--- src/rtl/bcd_serial_add_ctrl.sv ---
// Digit-serial packed-BCD adder sequencer: one shared digit stage, LSD first.
// Optional illegal-digit detection is built when BCD_DIGIT_CHECK_EN is defined.
module bcd_serial_add_ctrl #(
  parameter int unsigned DIGITS = 4
) (
  input  logic                clk,
  input  logic                rst_n,
  input  logic                start,
  input  logic [4*DIGITS-1:0] a,
  input  logic [4*DIGITS-1:0] b,
  input  logic                cin,
  output logic                busy,
  output logic                done,
  output logic [4*DIGITS-1:0] sum,
  output logic                cout,
  output logic                err
);

  localparam int unsigned W    = 4 * DIGITS;
  localparam int unsigned CntW = (DIGITS > 1) ? $clog2(DIGITS) : 1;
  localparam logic [CntW-1:0] LastCnt = CntW'(DIGITS - 1);

  typedef enum logic [1:0] {StIdle, StRun, StDone} state_e;

  state_e          r_state;
  state_e          w_state_next;
  logic [W-1:0]    r_a;
  logic [W-1:0]    r_b;
  logic [W-1:0]    r_acc;
  logic [W-1:0]    w_acc_next;
  logic [W-1:0]    r_sum;
  logic            r_cout;
  logic            r_carry;
  logic [CntW-1:0] r_cnt;
  logic [3:0]      w_da;
  logic [3:0]      w_db;
  logic [3:0]      w_s;
  logic [4:0]      w_t;
  logic            w_dc;
  logic            w_accept;
  logic            w_last;

  // State register
  always_ff @(posedge clk) begin
    if (!rst_n) begin
      r_state <= StIdle;
    end else begin
      r_state <= w_state_next;
    end
  end

  // Next-state logic
  always_comb begin
    w_state_next = r_state;
    unique case (r_state)
      StIdle:  if (start) w_state_next = StRun;
      StRun:   if (r_cnt == LastCnt) w_state_next = StDone;
      StDone:  w_state_next = StIdle;
      default: w_state_next = StIdle;
    endcase
  end

  // Output logic
  always_comb begin
    busy = (r_state == StRun);
    done = (r_state == StDone);
  end

  assign w_accept = (r_state == StIdle) && start;
  assign w_last   = (r_state == StRun) && (r_cnt == LastCnt);

  // Operands shift right each RUN cycle, so the current digit is always at the bottom.
  assign w_da = r_a[3:0];
  assign w_db = r_b[3:0];
  assign w_t  = {1'b0, w_da} + {1'b0, w_db} + {4'b0000, r_carry};
  assign w_dc = w_t[4] | (w_t[3] & (w_t[2] | w_t[1]));
  assign w_s  = w_t[3:0] + (w_dc ? 4'd6 : 4'd0);

  always_comb begin
    w_acc_next = r_acc;
    for (int k = 0; k < DIGITS; k++) begin
      if (r_cnt == CntW'(k)) w_acc_next[4*k +: 4] = w_s;
    end
  end

`ifdef BCD_DIGIT_CHECK_EN
  logic r_bad;
  logic r_err;
  logic w_digit_bad;

  assign w_digit_bad = (w_da > 4'd9) || (w_db > 4'd9);
  assign err         = r_err;
`else
  assign err = 1'b0;
`endif

  // Datapath: latch on accept, step one digit per RUN cycle, publish only at the last step.
  always_ff @(posedge clk) begin
    if (!rst_n) begin
      r_a     <= '0;
      r_b     <= '0;
      r_acc   <= '0;
      r_sum   <= '0;
      r_cout  <= 1'b0;
      r_carry <= 1'b0;
      r_cnt   <= '0;
`ifdef BCD_DIGIT_CHECK_EN
      r_bad   <= 1'b0;
      r_err   <= 1'b0;
`endif
    end else if (w_accept) begin
      r_a     <= a;
      r_b     <= b;
      r_carry <= cin;
      r_cnt   <= '0;
`ifdef BCD_DIGIT_CHECK_EN
      r_bad   <= 1'b0;
      r_err   <= 1'b0;
`endif
    end else if (r_state == StRun) begin
      r_a     <= r_a >> 4;
      r_b     <= r_b >> 4;
      r_carry <= w_dc;
      r_cnt   <= r_cnt + CntW'(1);
      r_acc   <= w_acc_next;
`ifdef BCD_DIGIT_CHECK_EN
      r_bad   <= r_bad | w_digit_bad;
      if (w_last) begin
        if (r_bad || w_digit_bad) begin
          r_err <= 1'b1;
        end else begin
          r_sum  <= w_acc_next;
          r_cout <= w_dc;
        end
      end
`else
      if (w_last) begin
        r_sum  <= w_acc_next;
        r_cout <= w_dc;
      end
`endif
    end
  end

  assign sum  = r_sum;
  assign cout = r_cout;

endmodule

--- config.mk ---
export PLATFORM = sky130hd
export DESIGN_NAME = bcd_serial_add_ctrl
export DESIGN_NICKNAME = d
export VERILOG_FILES = /design/src/rtl/bcd_serial_add_ctrl.sv
export SDC_FILE = /design/constraint.sdc
export NUM_CORES = 1
export LEC_CHECK = 0
export BUFFER_PORTS_ARGS = -buffer_cell sky130_fd_sc_hd__buf_2
export CORE_AREA = 4 4 116 118
export DETAILED_ROUTE_END_ITERATION = 6
export DIE_AREA = 0 0 120 122
export HOLD_SLACK_MARGIN = 0.05
export MAX_ROUTING_LAYER = met4
export PLACE_DENSITY = 0.52
export SYNTH_ARGS = -nofsm -noshare
export SYNTH_HDL_FRONTEND = slang
export SYNTH_SLANG_ARGS = --single-unit
--- constraint.sdc ---
create_clock -name clk -period 4.3 [get_ports clk]
set_clock_uncertainty 0.1 [all_clocks]
set_input_delay 0 -clock clk [delete_from_list [all_inputs] [get_ports clk]]
set_output_delay 0 -clock clk [all_outputs]
set_load 0.02 [all_outputs]
==> metrics.log <==
[metrics] placeable core region: roughly 12000 sq um
[metrics] length in cells of the worst reg-to-reg path: 14
[metrics] max-slew violation total from the final report: 0
[metrics] vias in the first global route: ~2500
[metrics] number of hold-repair buffers added at the cts stage: 33
[metrics] global-route wire length before repair: 12500 um
[metrics] Hold Violations, Final: 0
[metrics] maximum fanout count along the critical path: 7
[metrics] area of combinational cells with multiple inputs: between 1500 and 2000 sq um
[metrics] ys flop type: dfxtp_1
[metrics] Syn. warnings: 0
[metrics] area of the mapped netlist: around 3000 sq um
[metrics] P per Cell Area: ~390 nW/um^2
[metrics] biggest area consumer among synthesized cells: dfxtp_1
[metrics] Cell variety after synth: 41
[metrics] H-tree depth: 3
[metrics] Chip Height: between 100 and 150 um
[metrics] utilization of the core after routing: 32.3%
[metrics] first-iteration detailed-routing DRC count: about 140
[metrics] number of buffers added by the clock tree synthesis step: 9
[metrics] area share of the largest cell type after synthesis: between 40 and 50%
[metrics] pin count of the biggest net entering global routing: between 60 and 70
[metrics] TritonCTS clock tree: done
[metrics] drc violations: 0
[metrics] area of the die: around 15000 sq um
[metrics] nature of the critical path startpoint: flop
[metrics] final setup violation count: 0
[metrics] clock latency reported for the late side of the worst-skew pair: about 0.33 ns
[metrics] IR Drop Worst-Case VDD: 0.186 mV
[metrics] number of buffers inserted by port buffering: 54
[metrics] Worst-Margin Slew: roughly 1.1 ns
[metrics] I/O pin count: 56
[metrics] min-delay worst type: in2reg
[metrics] fraction of final layout cells sized beyond drive strength 1: between 10% and 20%
[metrics] hold-critical path endpoint: r_b[15]
[metrics] share of async-settable or async-resettable flops after synthesis: 0%
[metrics] share of the yosys chip area belonging to registers: a little over two fifths
[metrics] leakage power summed over all cells: 1.68 nW
[metrics] post-DR vias/cell: 4.40
[metrics] worst reg2reg path startpoint: r_a[0]
[metrics] largest cells by area after synthesis: dfxtp_1 43%, nand2_1 8.2%, a21boi_0 7.9%, a22oi_1 5.9%, ha_1 3.3%
[metrics] Total Negative Setup Slacks: 0 ns
[metrics] DPL Wire Length: a little over 5000 um
[metrics] kind of end point of the critical path: flop
[metrics] average cell area after synthesis: 9.08 sq um
[metrics] fin crit period: roughly 3.5 ns
[metrics] crit-path leading delay family: adder cells
[metrics] Peak Freq: approximately 290 MHz
[metrics] filler cell count in the final layout: about 1300
[metrics] buffer depth of the longest clock path: 2
[metrics] relative slew slack: roughly 30%
[metrics] Area growth, synth to finish: 31.7%
[metrics] reg-to-reg slack, setup: approximately 0.85 ns
[metrics] Post-synth EDFFs: 0
[metrics] antenna violations before repair: 0
[metrics] Antenna diodes: 0
[metrics] vias: ~2600
[metrics] run status: finished clean
[metrics] number of nets still failing antenna checks after routing: 0
[metrics] Final #Nets: 457
[metrics] flip-flop and latch count after synthesis: 66
[metrics] Die Wd: 120 um
[metrics] Mapped Nets: about 380
[metrics] setup repair after global routing missed its margin: no
[metrics] floorplan row count: 41
[metrics] Critical Path Max Stage Delay: around 0.45 ns
[metrics] number of instances resized during post-cts repair: 0
[metrics] Worst EP arrival: ~3.6 ns
[metrics] routed wire length: between 7000 and 8000 um
[metrics] Starting Density: about a quarter
[metrics] worst hold path depth: 4
[metrics] sum of internal, switching and leakage power: about 1.6 mW
[metrics] clock slew at reported path FFs: roughly 0.050 ns
[metrics] weighted congestion reported at the end of routability-driven placement: approximately 0.75
[metrics] cell chain of the critical path: inv_1 > fa_1 > fa_1 > xor2_1 > nand2_1 > a311oi_2 > inv_1 > ha_1 > inv_1 > fa_1 > xnor2_1 > a21oi_1 > o21ai_0 > a31oi_1
[metrics] clk sinks: 66
[metrics] category of the most critical setup path: reg2reg
[metrics] Final Cycle Share: approximately 80%
[metrics] CP Data Required Time: about 4.5 ns
[metrics] number of setup buffers added after CTS: 0
[metrics] Reg-to-Reg End: sum[7]
[metrics] maximum capacitance violations: 0
[metrics] most frequent cell after synthesis: nand2_1
[metrics] Synth Instances: around 340
[metrics] most used standard cells in the synthesized netlist: 67 x nand2_1, 66 x dfxtp_1, 32 x a21boi_0
[metrics] overall fraction of global-route tracks in use: a little under an eighth
[metrics] startpoint of the most critical hold path: start
[metrics] detailed-routing iteration count for the pre-antenna-repair pass: 4
[metrics] Clock Root Buffer: clkbuf_16
[metrics] footprint of the flip-flops and latches: between 1000 and 1500 sq um
[metrics] critical path's slowest cell: fa_1
[metrics] average wire per standard cell: between 10 and 15 um
[metrics] Buffers & Inverters on Critical Path: 3
[metrics] gr ovfl total: 0
-- report_power, final --
group	total [mW]	leakage [nW]	internal, mW	switching (mW)
clock	0.729	0.147	0.480	0.250
combinational	0.197	0.998	0.0876	0.109
sequential	0.653	0.538	0.638	0.0149
-- placed cells by master, fill, tap and decap left out, types with 2 or more instances in the layout --
master	netlist	final
nand3_1	9	9
inv_1	10	10
o211a_1	9	9
o21a_1	2	2
ha_1	8	8
clkbuf_16	0	9
fa_1	3	3
dfxtp_1	66	66
a21boi_0	32	32
a31oi_1	3	3
clkbuf_1	10	3
a21oi_1	6	6
buf_2	9	54
and2_4	3	3
o21ai_0	11	11
a22oi_1	24	24
o211ai_1	6	6
nand3b_1	2	2
nor2b_1	5	5
a21boi_1	11	11
dlygate4sd3_1	0	33
nand2_1	67	67
nand2b_1	6	6
clkbuf_8	0	2
nor2_1	6	6
mux2i_1	6	6
-- worst max path at each step --
stage                     startpoint       to  slack, ns  cells after the start
after floorplan               r_a[0]  sum[11]       1.20                     14
after global placement        r_a[0]  sum[11]       0.98                     14
final                         r_a[0]   sum[7]       0.85                     14
after detailed placement      r_a[0]  sum[11]       0.83                     14
after CTS                     r_a[0]  sum[11]       0.81                     14
after global routing          r_a[0]  sum[15]       0.56                     14
-- sequential cells by signal, summed over array words and instances, names as in the netlist --
name	flops
r_a	16
r_b	16
sum	16
r_acc	12
r_cnt	2
r_state	2
cout	1
r_carry	1
-- per-stage QoR --
| step | std cells | worst slack [ns] | area, sq um | hold slack, ns |
|---|---|---|---|---|
| after global placement | 538 | 0.983 | 3400 | 0.156 |
| after detailed placement | 538 | 0.825 | 3400 | 0.166 |
| after global routing | 587 | 0.564 | 4030 | 0.162 |
| after floorplan | 337 | 1.20 | 3060 | 0.0449 |
| final | 587 | 0.846 | 4030 | 0.115 |
| after CTS | 587 | 0.806 | 4030 | 0.106 |
-- worst register-to-register path, cell delays in order (launching register included) --
cell	delay (ns)
dfxtp_1	0.32
inv_1	0.06
fa_1	0.45
fa_1	0.42
xor2_1	0.28
nand2_1	0.13
a311oi_2	0.33
inv_1	0.09
ha_1	0.19
inv_1	0.06
fa_1	0.17
xnor2_1	0.07
a21oi_1	0.36
o21ai_0	0.16
a31oi_1	0.18
-- final cells by class --
cell class                      count  area share [%]
Clock buffer                       14            6.55
Clock inverter                      2           0.870
Inverter                           11            1.03
Multi-Input combinational cell    234            38.3
Sequential cell                    66            32.8
Tap cell                          172            5.34
Timing Repair Buffer               88            15.1
-- cell families after synthesis --
kind of cell	after synthesis	synth area share, %
DFF	66	43.2
and+or+nand+nor	105	16.2
other	1	0.123
xor gates and xnor gates	2	0.573
muxes	6	1.96
adders and majority gates	11	5.24
buffers and inverters	37	6.38
AOI/OAI and AO/OA	109	26.4
-- per-layer routing --
layer,share of wire (%),GRT usage [%]
met5,0,-
met2,44,16.5
met1,49,14.1
met4,1.9,4.51
met3,5.7,4.09
No activity file was read; power rests on OpenSTA's default activity.
